`src/rtl/muldiv_pkg.sv`:
```
`default_nettype none
// ============================================================================
// Package  : muldiv_pkg
// Brief    : Opcode and state encodings plus iteration constants for the HI/LO unit.
// Revision : 1.0
// ============================================================================
package muldiv_pkg;

  localparam int ITER_COUNT = 32;
  localparam int LATENCY    = 34;

  typedef enum logic [2:0] {
    OP_MULT  = 3'b000,
    OP_MULTU = 3'b001,
    OP_DIV   = 3'b010,
    OP_DIVU  = 3'b011,
    OP_MTHI  = 3'b100,
    OP_MTLO  = 3'b101,
    OP_NOP6  = 3'b110,
    OP_NOP7  = 3'b111
  } op_e;

  typedef enum logic [1:0] {
    IDLE = 2'd0,
    PREP = 2'd1,
    RUN  = 2'd2,
    FIX  = 2'd3
  } state_e;

  // Multiply/divide family occupies the lower half of the opcode space
  function automatic logic op_is_arith(input logic [2:0] op);
    return (op[2] == 1'b0);
  endfunction

  function automatic logic op_is_div(input logic [2:0] op);
    return (op[2:1] == 2'b01);
  endfunction

  function automatic logic op_is_signed(input logic [2:0] op);
    return (op[2] == 1'b0) && (op[0] == 1'b0);
  endfunction

endpackage
`default_nettype wire

```
`src/rtl/muldiv_iter_step.sv`:
```
`default_nettype none
// ============================================================================
// Module   : muldiv_iter_step
// Brief    : One radix-2 iteration: shift-add for multiply, restoring trial-subtract for divide.
// Revision : 1.0
// ============================================================================
module muldiv_iter_step (
  input  logic        i_is_div,
  input  logic [31:0] i_hi,
  input  logic [31:0] i_lo,
  input  logic [31:0] i_opnd,
  output logic [31:0] o_hi,
  output logic [31:0] o_lo
);

  logic [32:0] w_sum;
  logic [32:0] w_shift;
  logic [33:0] w_trial;

  // Remainder always stays below the divisor, so the 33-bit shifted value
  // collapses back to 32 bits after the compare.
  always_comb begin
    w_sum   = {1'b0, i_hi} + (i_lo[0] ? {1'b0, i_opnd} : 33'd0);
    w_shift = {i_hi, i_lo[31]};
    w_trial = {1'b0, w_shift} - {2'b00, i_opnd};
    o_hi    = w_sum[32:1];
    o_lo    = {w_sum[0], i_lo[31:1]};
    if (i_is_div) begin
      if (w_trial[33]) begin
        o_hi = w_shift[31:0];
        o_lo = {i_lo[30:0], 1'b0};
      end else begin
        o_hi = w_trial[31:0];
        o_lo = {i_lo[30:0], 1'b1};
      end
    end
  end

endmodule
`default_nettype wire

```
`src/rtl/muldiv_sequencer.sv`:
```
`default_nettype none
// ============================================================================
// Module   : muldiv_sequencer
// Brief    : Multi-cycle MULT/DIV sequencer owning the HI/LO register pair.
// Revision : 1.0
// ============================================================================
module muldiv_sequencer
  import muldiv_pkg::*;
(
  input  logic        Clk,
  input  logic        Rst,
  input  logic        Start,
  input  logic [2:0]  Op,
  input  logic [31:0] A,
  input  logic [31:0] B,
  input  logic        RdHiLo,
  output logic [31:0] Hi,
  output logic [31:0] Lo,
  output logic        Busy,
  output logic        Done,
  output logic        DivZero,
  output logic        Stall
);

  state_e      r_state;
  state_e      w_state_nxt;
  logic [2:0]  r_op;
  logic [31:0] r_a;
  logic [31:0] r_b;
  logic [31:0] r_opnd;
  logic [31:0] r_hi_acc;
  logic [31:0] r_lo_acc;
  logic [5:0]  r_cnt;
  logic        r_neg_res;
  logic        r_neg_rem;
  logic        r_done;
  logic        r_dz_pend;
  logic        r_div_zero;
  logic [31:0] r_hi;
  logic [31:0] r_lo;

  logic        w_accept_arith;
  logic        w_is_div;
  logic        w_is_signed;
  logic        w_b_zero;
  logic [31:0] w_mag_a;
  logic [31:0] w_mag_b;
  logic [31:0] w_hi_step;
  logic [31:0] w_lo_step;
  logic [63:0] w_prod;
  logic [63:0] w_prod_s;
  logic [31:0] w_quo;
  logic [31:0] w_rem;

  assign w_accept_arith = (r_state == IDLE) && Start && op_is_arith(Op);
  assign w_is_div       = op_is_div(r_op);
  assign w_is_signed    = op_is_signed(r_op);
  assign w_b_zero       = (r_b == 32'd0);
  assign w_mag_a        = (w_is_signed && r_a[31]) ? -r_a : r_a;
  assign w_mag_b        = (w_is_signed && r_b[31]) ? -r_b : r_b;

  assign w_prod   = {r_hi_acc, r_lo_acc};
  assign w_prod_s = r_neg_res ? -w_prod : w_prod;
  assign w_quo    = r_neg_res ? -r_lo_acc : r_lo_acc;
  assign w_rem    = r_neg_rem ? -r_hi_acc : r_hi_acc;

  muldiv_iter_step u_step (
    .i_is_div (w_is_div),
    .i_hi     (r_hi_acc),
    .i_lo     (r_lo_acc),
    .i_opnd   (r_opnd),
    .o_hi     (w_hi_step),
    .o_lo     (w_lo_step)
  );

  always_ff @(posedge Clk or posedge Rst) begin
    if (Rst) r_state <= IDLE;
    else     r_state <= w_state_nxt;
  end

  always_comb begin
    w_state_nxt = r_state;
    case (r_state)
      IDLE:    if (w_accept_arith) w_state_nxt = PREP;
      PREP:    w_state_nxt = (w_is_div && w_b_zero) ? IDLE : RUN;
      RUN:     if (r_cnt == 6'(ITER_COUNT - 1)) w_state_nxt = FIX;
      FIX:     w_state_nxt = IDLE;
      default: w_state_nxt = IDLE;
    endcase
  end

  always_ff @(posedge Clk or posedge Rst) begin
    if (Rst) begin
      r_op       <= 3'b000;
      r_a        <= 32'd0;
      r_b        <= 32'd0;
      r_opnd     <= 32'd0;
      r_hi_acc   <= 32'd0;
      r_lo_acc   <= 32'd0;
      r_cnt      <= 6'd0;
      r_neg_res  <= 1'b0;
      r_neg_rem  <= 1'b0;
      r_done     <= 1'b0;
      r_dz_pend  <= 1'b0;
      r_div_zero <= 1'b0;
      r_hi       <= 32'd0;
      r_lo       <= 32'd0;
    end else begin
      // Divide-by-zero completes from PREP but reports one cycle later
      r_done    <= r_dz_pend || (r_state == FIX);
      r_dz_pend <= 1'b0;
      case (r_state)
        IDLE: begin
          if (Start) begin
            r_div_zero <= 1'b0;
            if (Op == OP_MTHI) r_hi <= A;
            if (Op == OP_MTLO) r_lo <= A;
            if (op_is_arith(Op)) begin
              r_a  <= A;
              r_b  <= B;
              r_op <= Op;
            end
          end
        end
        PREP: begin
          r_cnt     <= 6'd0;
          r_hi_acc  <= 32'd0;
          r_lo_acc  <= w_is_div ? w_mag_a : w_mag_b;
          r_opnd    <= w_is_div ? w_mag_b : w_mag_a;
          r_neg_res <= w_is_signed && (r_a[31] ^ r_b[31]);
          r_neg_rem <= w_is_signed && r_a[31];
          if (w_is_div && w_b_zero) begin
            r_div_zero <= 1'b1;
            r_dz_pend  <= 1'b1;
          end
        end
        RUN: begin
          r_hi_acc <= w_hi_step;
          r_lo_acc <= w_lo_step;
          r_cnt    <= r_cnt + 6'd1;
        end
        FIX: begin
          r_hi <= w_is_div ? w_rem : w_prod_s[63:32];
          r_lo <= w_is_div ? w_quo : w_prod_s[31:0];
        end
        default: ;
      endcase
    end
  end

  assign Hi      = r_hi;
  assign Lo      = r_lo;
  assign Busy    = (r_state != IDLE);
  assign Done    = r_done;
  assign DivZero = r_div_zero;
  assign Stall   = Busy && (Start || RdHiLo);

endmodule
`default_nettype wire

```
`config.mk`:
```
export PLATFORM = sky130hd
export DESIGN_NAME = muldiv_sequencer
export DESIGN_NICKNAME = d
export VERILOG_FILES = /design/src/rtl/muldiv_pkg.sv /design/src/rtl/muldiv_iter_step.sv /design/src/rtl/muldiv_sequencer.sv
export SDC_FILE = /design/constraint.sdc
export NUM_CORES = 1
export LEC_CHECK = 0
export ABC_AREA = 1
export BUFFER_PORTS_ARGS = -buffer_cell sky130_fd_sc_hd__buf_2
export CAP_MARGIN = 20
export CORE_UTILIZATION = 61
export CTS_BUF_LIST = sky130_fd_sc_hd__clkbuf_16
export DETAILED_ROUTE_END_ITERATION = 6
export HOLD_SLACK_MARGIN = 0.1
export MAX_ROUTING_LAYER = met4
export PLACE_DENSITY = 0.9
export SLEW_MARGIN = 10
export SYNTH_ARGS = -nofsm -noshare
export SYNTH_HDL_FRONTEND = slang
export SYNTH_SLANG_ARGS = --single-unit
```
`constraint.sdc`:
```
create_clock -name Clk -period 8.45 [get_ports Clk]
set_clock_uncertainty 0.2 [all_clocks]
set_input_delay 0.845 -clock Clk [delete_from_list [all_inputs] [get_ports Clk]]
set_output_delay 0.845 -clock Clk [all_outputs]
set_load 0.01 [all_outputs]
```
==> results.cfg <==
[setup_path]
worst-r2r-cell-count = 7
crit_path_end_kind = register
reg2reg_slack_ps = 4960
rr_startpoint = r_op[1]$_DFFE_PP0P_
path_class = register to register
critPathMaxFanout = 85
arrival_ps = 3760
startpoint = r_op[1]$_DFFE_PP0P_
required_ps = 8730
worst_setup_path_start_kind = register
r2r_end = Hi[21]$_DFFE_PP0P_

[sta]
maxSlewViolCount = 0
rsz0062_at_grt = no
hold_viol_final = 0
slew_headroom_pct = 29.29
setup_violations = 0
period_needed_ps = 3487
finalCritPeriodShare_pct = 41.27
tns_ps = 0
tightest_slew_ps = 1060
fmax_mhz = 286.7
setup_ws_ps = 4963

[placed_design]
hpwl_um = 64460
pre_cts_slack_ps = 4854
io_buffer_count = 138
place_congestion = 1.114

[floorplan]
fp-row-count = 66
die_x_um = 185.6
start_util_pct = 62.53
die_area_um2 = 34430
io_pins = 139
core_um2 = 32870
dieHeight_um = 185.6

[power_and_ir_drop]
p_leak_uw = 0.01135
finalPower_uw = 10990
clkPwrFrac_pct = 10.3
p_seq_share_pct = 23.1
p_int_uw = 4465
ir_drop_mv = 0.3795
netSwitchingFraction_pct = 59.37
switching_power_uw = 6523
comb_power_share_pct = 66.5
power.density_nw_per_um2 = 492.9

[final_layout]
nNetsFinal = 3575
drive_gt1_share_pct = 7.193
nFillCells = 3083
final_core_util_pct = 67.82
synthToLayoutAreaGrowth_pct = 8.469

[synth]
netlist.area_leader.share_pct = 29.10
synthesis.area_um2 = 20550
synthTopCellsByArea = dfrtp_1 (29%), nand2_1 (17%), nand3_1 (8.6%), inv_1 (8.0%), nor2_1 (8.0%)
synth_cells = 3369
synth_warnings = 0
async_flop_share_pct = 100.0
synth_nets = 3515
yosys.area.top_type = dfrtp_1
ys.flop_type = dfrtp_1
synth_edf_count = 0
ys_seq_area_share_pct = 29.10
synth.distinct_cells = 53
synth-seq-cells = 239
syn_area_per_cell_um2 = 6.100

[route]
wire_per_inst_um = 21.55
num_vias = 24210
routed_wl_um = 83910
drtAntennaViolNets = 0
drtPass1Iterations = 7
vias_per_cell = 6.217
drt_first_iter_violations = 3891
route.detailed.drc = 10

[clock_tree]
cts_resized = 0
holdBufCountCts = 0
htree_levels = 1
cts_root_buffer = clkbuf_16
cts_buffers = 27
cts.reportedPaths.clkPinSlew_ps = 60
clock-sinks = 239
cts_tree = yes
clk_latency_ps = 590
clockBufferDepth = 3
post_cts_buffers = 0

[global_route]
antenna_found_initial = 3
grt_pass1_wl_um = 125400
grt_pass1_vias = 21730
overflow = 0
grt_max_degree = 122
track_usage_pct = 50.08

[outcome]
outcome = complete, but fails checks
violations = DRC

[job]
drv_cap = 0

[hold_path]
min_path_type = primary input to asynchronous set/reset pin
routing by layer:
metal	GRT usage, %	share of wire (%)
met5	-	0
met4	30.85	7.9
met3	14.95	15
met2	68.64	40
met1	64.39	37
registers in the layout, summed over array words and instances (netlist names), named ones only:
signal / cells
r_b: 32
Hi: 32
Lo: 32
r_op: 2
r_cnt: 6
r_neg_res: 1
r_opnd: 32
r_neg_rem: 1
r_lo_acc: 32
r_state: 1
r_dz_pend: 1
r_a: 32
Done: 1
r_hi_acc: 32
DivZero: 1
metrics by stage:
step	instances	hold WS, ps	cell area (um2)
after detailed placement	3841	229.4	21450
after floorplan	3369	210.3	20550
after global routing	3893	273.5	22290
final	3894	232.5	22290
after CTS	3889	249.8	22250
after global placement	3840	229.7	21420
final cells by class:
type | count | area (um2) | share of cell area [%]
clock buffers | 27 | 675.6 | 3.031
well taps | 442 | 553.0 | 2.481
flip-flops and latches | 239 | 5984 | 26.85
clock inverters | 21 | 127.6 | 0.5725
inverters | 440 | 1660 | 7.448
multi-input cells | 2563 | 12400 | 55.62
repair buffers | 158 | 880.8 | 3.952
diodes | 4 | 10.01 | 0.04490
power groups by stage:
stage | clock network (uW) | registers, uW | logic, uW
2_1_floorplan | 0 | 2160 | 4990
3_3_place_gp | 0 | 2450 | 6800
3_5_place_dp | 0 | 2470 | 6930
4_1_cts | 1120 | 2460 | 6970
5_1_grt | 1170 | 2550 | 7950
6_report | 1130 | 2540 | 7310
kinds of logic (layout without fill, tap and decap cells):
family                   after synthesis  in the layout  synth area share [%]
AND/OR/NAND/NOR                     1883           1883                 38.50
buffers and inverters                567            646                 10.67
AO/OA/AOI/OAI                        549            549                 14.69
flip-flops                           239            239                 29.10
adder cells (fa/ha/maj)               75             75                 4.639
XOR/XNOR                              55             55                 2.344
multiplexers                           1              1               0.05479
other                                  0              4                     0
placed cells by master (no fill, tap or decap), types with 27 or more instances in the layout:
| cell | instances |
|---|---|
| a21oi_1 | 175 |
| a31oi_1 | 44 |
| buf_2 | 138 |
| clkbuf_16 | 27 |
| dfrtp_1 | 238 |
| ha_1 | 71 |
| inv_1 | 438 |
| nand2_1 | 948 |
| nand3_1 | 354 |
| nand4_1 | 58 |
| nor2_1 | 434 |
| nor3_1 | 30 |
| o21ai_0 | 240 |
| xor2_1 | 42 |
worst max-delay path: stages (launching register included):
cell and delay (ps):
dfrtp_4 900, clkinv_2 820, buf_4 640, a21oi_1 280
o21ai_0 150, nand3_1 120, nand3_1 90, a21oi_1 190
Yosys cell counts, types with 2 or more instances:
master,number
nand4_1,58
nand2_2,5
inv_2,3
nand3b_1,14
nand2_4,2
and2_1,2
xnor2_1,13
nand2_1,948
buf_2,17
nand3_2,4
nor3_2,3
a21oi_1,175
dfrtp_1,239
o31ai_1,4
clkbuf_1,81
or2_2,9
inv_1,436
a22oi_1,12
o22ai_1,14
nor2_4,4
nor2_2,7
o21ai_0,240
nor2_1,436
o211ai_2,2
and2_2,2
o21bai_1,11
a21o_1,3
o211ai_1,25
fa_1,2
nand3_1,354
nor3_1,30
nor4_1,3
o21a_1,2
a31oi_1,45
ha_1,73
xor2_1,42
buf_4,2
o21ai_1,9
buf_1,24
how the worst max path moves through the flow:
stage                                to  slack, ps  cells past startpoint
finish               Hi[21]$_DFFE_PP0P_       4960                      7
CTS                  Hi[15]$_DFFE_PP0P_       4840                      8
global placement     Hi[24]$_DFFE_PP0P_       5000                      8
floorplan           DivZero$_DFFE_PP0P_        850                      1
detailed placement   Hi[13]$_DFFE_PP0P_       4850                      8
global route        DivZero$_DFFE_PP0P_       4780                      8
No activity file was read; power rests on OpenSTA's default activity.
